==> src/rtl/register_load_arbiter.sv <==
// Round-robin arbiter sharing one load-enabled WIDTH-bit register among REQS
// requesters. Each load is a one-cycle strobe. An optional gap of GAP idle
// cycles follows every load.
//
// state    | meaning
// ---------+-------------------------------------------------------------
// S_IDLE   | waiting for any request; picks the winner at the next edge
// S_LOAD   | one-cycle grant/load strobe; q captures d_out at closing edge
// S_SETTLE | quiet gap after a load; requests ignored until count hits 0
module register_load_arbiter #(
    parameter  int WIDTH = 3,
    parameter  int REQS  = 4,
    parameter  int GAP   = 1,
    localparam int OW    = $clog2(REQS),
    localparam int CW    = (GAP > 1) ? $clog2(GAP) : 1
) (
    input  logic                    i_clk,
    input  logic                    i_rst_n,
    input  logic [REQS-1:0]         i_req,
    input  logic [REQS*WIDTH-1:0]   i_din,
    output logic [REQS-1:0]         o_gnt,
    output logic                    o_load_out,
    output logic [WIDTH-1:0]        o_d_out,
    output logic [OW-1:0]           o_owner,
    output logic [WIDTH-1:0]        o_q,
    output logic                    o_valid
);

    typedef enum logic [1:0] {S_IDLE, S_LOAD, S_SETTLE} state_t;

    state_t             r_state, w_state_n;
    logic [REQS-1:0]    r_gnt, w_gnt_n;
    logic               r_load, w_load_n;
    logic [WIDTH-1:0]   r_d, w_d_n;
    logic [OW-1:0]      r_owner, w_owner_n;
    logic [WIDTH-1:0]   r_q, w_q_n;
    logic               r_valid, w_valid_n;
    logic [OW-1:0]      r_ptr, w_ptr_n;
    logic [CW-1:0]      r_cnt, w_cnt_n;

    logic               w_found;
    logic [OW-1:0]      w_winner;
    logic [WIDTH-1:0]   w_din [REQS];

    // Unpack the flattened data bus into one word per requester.
    always_comb begin
        for (int i = 0; i < REQS; i++) begin
            w_din[i] = i_din[i*WIDTH +: WIDTH];
        end
    end

    // Round-robin search starting at the pointer, wrapping at REQS-1.
    always_comb begin : p_arb
        int            idx;
        logic [OW-1:0] sel;
        idx      = 0;
        sel      = '0;
        w_found  = 1'b0;
        w_winner = '0;
        for (int i = 0; i < REQS; i++) begin
            idx = int'(r_ptr) + i;
            if (idx >= REQS) idx = idx - REQS;
            sel = OW'(idx);
            if (!w_found && i_req[sel]) begin
                w_found  = 1'b1;
                w_winner = sel;
            end
        end
    end

    // Next-state and next-output logic.
    always_comb begin
        w_state_n = r_state;
        w_gnt_n   = r_gnt;
        w_load_n  = r_load;
        w_d_n     = r_d;
        w_owner_n = r_owner;
        w_q_n     = r_q;
        w_valid_n = r_valid;
        w_ptr_n   = r_ptr;
        w_cnt_n   = r_cnt;
        case (r_state)
            S_IDLE: begin
                if (w_found) begin
                    w_gnt_n   = '0;
                    w_gnt_n[w_winner] = 1'b1;
                    w_load_n  = 1'b1;
                    w_d_n     = w_din[w_winner];
                    w_owner_n = w_winner;
                    w_ptr_n   = (w_winner == OW'(REQS-1)) ? '0 : w_winner + 1'b1;
                    w_state_n = S_LOAD;
                end
            end
            S_LOAD: begin
                w_q_n     = r_d;
                w_valid_n = 1'b1;
                w_gnt_n   = '0;
                w_load_n  = 1'b0;
                if (GAP > 0) begin
                    w_cnt_n   = CW'(GAP - 1);
                    w_state_n = S_SETTLE;
                end else begin
                    w_state_n = S_IDLE;
                end
            end
            S_SETTLE: begin
                if (r_cnt == '0) begin
                    w_state_n = S_IDLE;
                end else begin
                    w_cnt_n = r_cnt - 1'b1;
                end
            end
            default: w_state_n = S_IDLE;
        endcase
    end

    // State and output registers with synchronous active-low reset.
    always_ff @(posedge i_clk) begin
        if (!i_rst_n) begin
            r_state <= S_IDLE;
            r_gnt   <= '0;
            r_load  <= 1'b0;
            r_d     <= '0;
            r_owner <= '0;
            r_q     <= '0;
            r_valid <= 1'b0;
            r_ptr   <= '0;
            r_cnt   <= '0;
        end else begin
            r_state <= w_state_n;
            r_gnt   <= w_gnt_n;
            r_load  <= w_load_n;
            r_d     <= w_d_n;
            r_owner <= w_owner_n;
            r_q     <= w_q_n;
            r_valid <= w_valid_n;
            r_ptr   <= w_ptr_n;
            r_cnt   <= w_cnt_n;
        end
    end

    assign o_gnt      = r_gnt;
    assign o_load_out = r_load;
    assign o_d_out    = r_d;
    assign o_owner    = r_owner;
    assign o_q        = r_q;
    assign o_valid    = r_valid;

endmodule

==> config.mk <==
export PLATFORM = sky130hd
export DESIGN_NAME = register_load_arbiter
export DESIGN_NICKNAME = d
export VERILOG_FILES = /design/src/rtl/register_load_arbiter.sv
export SDC_FILE = /design/constraint.sdc
export NUM_CORES = 1
export LEC_CHECK = 0
export CORE_ASPECT_RATIO = 0.7
export CORE_MARGIN = 1
export CORE_UTILIZATION = 40
export DETAILED_ROUTE_END_ITERATION = 6
export MAX_ROUTING_LAYER = met4
export PLACE_DENSITY = 0.71
export SKIP_LAST_GASP = 1
export SLEW_MARGIN = 20
export SYNTH_ARGS = -nofsm -noshare
export SYNTH_HDL_FRONTEND = slang
export SYNTH_SLANG_ARGS = --single-unit
==> constraint.sdc <==
create_clock -name i_clk -period 3.9 [get_ports i_clk]
set_input_delay 0.585 -clock i_clk [delete_from_list [all_inputs] [get_ports i_clk]]
set_output_delay 0.585 -clock i_clk [all_outputs]
set_load 0.005 [all_outputs]
-- Word-level counts from Yosys, hierarchy flattened
Cells that the tools add are included.
- flip-flop bits (word level): 19
- input port bits: 18
- output and inout port bits: 14
- logic and storage cells: 83
- $add $sub $neg: 9
- magnitude comparators: 11
- equality and inequality tests: 5
- multiplexer cells: 35
- bitwise operators: 1
- reductions and logical operators: 13
- operators by type and width (operator ; number):
    two-way mux 2 bit ; 11
    < comparator 2 x 3 -> 1 bit, second input constant ; 5
    >= comparator 3 bit, second input constant ; 4
    two-way mux 1 bit ; 11
    binary-select mux 1 bit (select 2 bit) ; 4
    one-hot mux 4 bit (2 select lines) ; 1
    subtractor 2 x 1 -> 2 bit, second input constant ; 4
    adder 2 x 2 -> 3 bit, second input constant ; 2
    binary-select mux 3 bit (select 2 bit) ; 1
    two-way mux 3 bit ; 2
    one-hot mux 2 bit (3 select lines) ; 1
    AND reduction 2 bit ; 3
    == test 2 bit, second input constant ; 2
    logical AND 1 bit ; 4
    two-way mux 4 bit ; 1
    inequality test 2 bit, second input constant ; 2
    one-hot mux 1 bit (2 select lines) ; 2
    nonzero test 2 bit ; 2
    adder 2 x 1 -> 3 bit, second input constant ; 1
    >= comparator 2 x 3 -> 1 bit, second input constant ; 1
    zero test 1 bit ; 3
    inverter 2 -> 3 bit ; 1
    adder 2 x 1 -> 2 bit, second input constant ; 1
    demux 1 bit (select 2 bit) ; 1
    other kinds (4) ; 4

-- Depth between registers and ports, before layout
- depth after elaboration: 20
- depth in mapped cells: 7
- gate-level depth less buffers: 6

-- Worst setup path before layout
OpenSTA, ideal clock, no wires.
- kind: in2reg
- start: in i_req[2]
- end: reg r_ptr[1]
- library setup time: 128 ps
- arrival: 1575 ps
- required time: 3772 ps
- slack: 2197 ps
- stages: 6
- buffers on the path: 0
- cells stage by stage: inv_1 -> o32ai_1 -> nor2_2 -> ha_1 -> mux2i_1 -> nor2_1
- word-level cells in the longest chain between the ends: 14
- elaborated cells on any way between the ends: 26
- classes of those cells: add/sub: 1; eq/ne: 1; mux: 17; reduce/logical: 7
- RTL lines (what ; RTL line ; text):
    start, declared ; 19 ; input logic [REQS-1:0] i_req,
    binary-select mux 1 bit (select 2 bit) ; 64 ; if (!w_found && i_req[sel]) begin
    two-way mux 1 bit (not written as such) ; 64 ;
    two-way mux 1 bit ; 64 ;
    zero test 1 bit ; 64 ;
    logical AND 1 bit ; 64 ;
    two-way mux 1 bit ; 64 ;
    zero test 1 bit ; 64 ;
    logical AND 1 bit ; 64 ;
    two-way mux 1 bit ; 64 ;
    zero test 1 bit ; 64 ;
    logical AND 1 bit ; 64 ;
    two-way mux 2 bit (*) ; 64 ;
    named net w_winner[0] ; 42 ; logic [OW-1:0] w_winner;
    adder 2 x 1 -> 2 bit or == test 2 bit (tied branches) ; 90 ; w_ptr_n = (w_winner == OW'(REQS-1)) ? '0 : w_winner + 1'b1;
    two-way mux 2 bit (*) ; 90 ;
    end signal, assigned ; 137 ; r_ptr <= w_ptr_n;
    end, declared ; 38 ; logic [OW-1:0] r_ptr, w_ptr_n;
Mark *: on every way through the listed nets, which the timed path passes. The rest lies on a longest branch. The select of a mux whose other input is x is not followed.
A chain may end at the register's enable or synchronous reset.

-- Worst setup path after layout
- start: in i_req[0]
- end: reg r_ptr[1]
- word-level cells in the longest chain between the ends: 14
- elaborated cells on any way between the ends: 26
- classes of those cells: add/sub: 1; eq/ne: 1; mux: 17; reduce/logical: 7
- RTL lines (what ; RTL line):
    binary-select mux 1 bit (select 2 bit) ; 64
    two-way mux 1 bit (not written as such) ; 64
    two-way mux 1 bit ; 64
    zero test 1 bit ; 64
    logical AND 1 bit ; 64
    two-way mux 1 bit ; 64
    zero test 1 bit ; 64
    logical AND 1 bit ; 64
    two-way mux 1 bit ; 64
    zero test 1 bit ; 64
    logical AND 1 bit ; 64
    two-way mux 2 bit ; 64
    adder 2 x 1 -> 2 bit or == test 2 bit (tied branches) ; 90
    two-way mux 2 bit ; 90
Several ways; a longest one is shown, not always the timed one. The select of a mux whose other input is x is not followed.

==> impl_metrics.env <==
export IMPL_status="finished, violations left"
export IMPL_violations="design-rule violations"
export IMPL_finClkSkew_ps=1.32
export IMPL_worst_path_buf_inv=1
export IMPL_reg2reg_slack_ps=2070
export IMPL_crit_required_ps=4090
export IMPL_vias=723
export IMPL_multi_input_area_um2=430
export IMPL_yosysTopAreaCellShare=0.429
export IMPL_viasPerCell=5.24
export IMPL_wl_per_cell_um=13.5
export IMPL_core_area_um2=1920
export IMPL_cts_sinks=18
export IMPL_start_util=0.437
export IMPL_crit_family="compound AO/OA/AOI/OAI gates"
export IMPL_ys_seq_area_frac=0.429
export IMPL_cp_slowest_stage_delay_ps=560
export IMPL_drive_gt1_frac=0.0948
export IMPL_synth_cell_types=28
export IMPL_postCtsSetupBuffers=0
export IMPL_cts_max_level=1
export IMPL_place_congestion=0.783
export IMPL_crit_chain="clkdlybuf4s50_1 > a21oi_1 > o21ai_1 > o2bb2a_1 > ha_1 > mux2i_1 > nor2_1"
export IMPL_nets=139
export IMPL_reg2reg_from="r_ptr[1]$_SDFFE_PN0P_"
export IMPL_num_antenna_cells=0
export IMPL_io_buffers=31
export IMPL_maxSlewHeadroom=0.652
export IMPL_hpwl_um=1380
export IMPL_numCtsBuffers=3
export IMPL_syn2layout_area_growth_pct=41.9
export IMPL_synth_warnings=0
export IMPL_grt_pass1_wl_um=2960
export IMPL_min_path_type="flip-flop to flip-flop"
export IMPL_cts_hold_buffers_added=0
export IMPL_drtIter0Drc=8
export IMPL_die_width_um=56.8
export IMPL_hold_worst_slack_ps=470
export IMPL_total_power_mw=0.481
export IMPL_drtPass1Iterations=6
export IMPL_ys_top_cells_by_area="dfxtp_1 (43%), mux2i_1 (14%), ha_1 (6.0%), nor2_1 (4.5%), a22o_1 (4.2%)"
export IMPL_cts_tree="built"
export IMPL_ys_ff_latch=18
export IMPL_clk_pin_slew_ps=100
export IMPL_insertion_delay_ps=290
export IMPL_setup_tns_ps=0
export IMPL_syn_nets=106
export IMPL_start_kind="input port"
export IMPL_yosysTopAreaCell="dfxtp_1"
export IMPL_antenna_found_initial=0
export IMPL_whs_endpoint="o_load_out$_SDFFE_PN0P_"
export IMPL_setup_viol=0
export IMPL_reg2reg_depth=6
export IMPL_regArea_um2=360
export IMPL_hold_path_depth=1
export IMPL_hold_viol=0
export IMPL_syn_avg_cell_area_um2=9.99
export IMPL_ctsResizeCount=0
export IMPL_slew_viol_final=0
export IMPL_fmax_ghz=0.443
export IMPL_overflow=0
export IMPL_crit_slowest_cell="o2bb2a_1"
export IMPL_maxCapViolCount=0
export IMPL_stdcell_count=138
export IMPL_r2r_end="r_ptr[1]$_SDFFE_PN0P_"
export IMPL_dieArea_um2=2290
export IMPL_criticalPathCategory="input port to flip-flop"
export IMPL_synth_cells=84
export IMPL_worstMarginPinSlew_ps=522
export IMPL_fin_crit_ps=2260
export IMPL_fillCellCount=168
export IMPL_grt_pass1_vias=691
export IMPL_power_density_nw_per_um2=404
export IMPL_placed_cells=134
export IMPL_crit_arrival_ps=2440
export IMPL_gr_usage_all_layers=0.186
export IMPL_cts_buffer_depth=2
export IMPL_pin_count=32
export IMPL_num_rows=13
export IMPL_ant_nets=0
export IMPL_drc=2
export IMPL_root_buffer="clkbuf_4"
export IMPL_endpoint_kind="flip-flop"
export IMPL_totalWireLength_um=1860
export IMPL_hold_start="o_load_out$_SDFFE_PN0P_"
export IMPL_rsz0062_at_grt="false"
export IMPL_vdd_ir_drop_max_v=0.000256
export IMPL_die_h_um=40.3
export IMPL_synth_cell_area_um2=840
export IMPL_cp_max_fo=10
export IMPL_leakage_nw=0.493
export IMPL_grt_max_degree=12
export IMPL_period_share=0.579
-- per-layer routing --
layer,GRT usage,up-vias,wire (um)
met5,-,-,0
met4,0.0488,0,10
met3,0.0774,2,144
met2,0.315,28,844
met1,0.211,332,858
li1,-,361,-
-- logic make-up (layout without fill, tap and decap cells) --
| family | after synthesis | count (layout) | synth area share |
|---|---|---|---|
| AO/OA/AOI/OAI | 19 | 19 | 0.170 |
| adder cells (fa/ha/maj) | 4 | 4 | 0.0596 |
| buffers and inverters | 10 | 42 | 0.0581 |
| flip-flops | 18 | 18 | 0.429 |
| multiplexers | 12 | 12 | 0.143 |
| AND/OR/NAND/NOR | 21 | 21 | 0.140 |
-- layout by cell type (no fill, tap or decap), types with 2 or more instances in the layout --
| cell type | Yosys | routed |
|---|---|---|
| a21oi_1 | 5 | 5 |
| a22o_1 | 4 | 4 |
| clkbuf_4 | 0 | 3 |
| clkdlybuf4s50_1 | 0 | 31 |
| dfxtp_1 | 18 | 18 |
| ha_1 | 4 | 4 |
| inv_1 | 5 | 5 |
| inv_2 | 2 | 2 |
| mux2i_1 | 12 | 12 |
| nand3_1 | 3 | 3 |
| nor2_1 | 10 | 10 |
| o221ai_1 | 3 | 3 |
-- how the worst max path moves through the flow --
stage | start | to | depth (start not counted)
floorplan | i_req[2] | r_ptr[1]$_SDFFE_PN0P_ | 6
global placement | i_req[0] | r_ptr[1]$_SDFFE_PN0P_ | 7
detailed placement | i_req[0] | r_ptr[1]$_SDFFE_PN0P_ | 7
CTS | i_req[0] | r_ptr[1]$_SDFFE_PN0P_ | 7
global route | i_req[1] | r_ptr[1]$_SDFFE_PN0P_ | 7
finish | i_req[0] | r_ptr[1]$_SDFFE_PN0P_ | 7
-- sequential cells by signal, indices dropped and copies added (netlist names) --
signal,cells
r_state,2
o_load_out,1
o_valid,1
o_owner,2
r_ptr,2
o_gnt,4
o_q,3
o_d_out,3
-- cell type report --
type                    count  share of cell area
multi-input cells          56               0.361
flip-flops and latches     18               0.303
repair buffers             31               0.261
inverters                   7              0.0221
well taps                  22              0.0231
clock buffers               4              0.0305
-- power by group --
group	internal (mW)	switching (mW)	leakage, nW	total (mW)
Clock	0.0569	0.0571	0.0210	0.114
Sequential	0.206	0.0159	0.148	0.222
Combinational	0.0789	0.0663	0.324	0.145
-- Yosys cell counts --
library cell	instances
buf_4	1
ha_1	4
o21ai_1	1
o32ai_1	1
nand2_2	1
nor2_8	1
nor2_1	10
a211oi_2	1
inv_1	5
or3_1	1
o21ai_0	1
dfxtp_1	18
a211oi_1	1
nand2_4	1
nand2_1	1
o221ai_1	3
nor2_2	1
nor4_1	1
nor3_1	1
inv_2	2
o2bb2a_1	1
mux2i_1	12
a21o_1	1
a21oi_1	5
nand3_1	3
clkbuf_1	1
a22o_1	4
buf_6	1
-- metrics by stage --
step	utilization	cell area (um^2)	setup slack, ps
3_5_place_dp	0.602	1150	1360
4_1_cts	0.621	1190	1620
6_report	0.621	1190	1640
5_1_grt	0.621	1190	1550
3_3_place_gp	0.602	1150	1450
2_1_floorplan	-	840	2200
(Power assumes the default switching activity.)
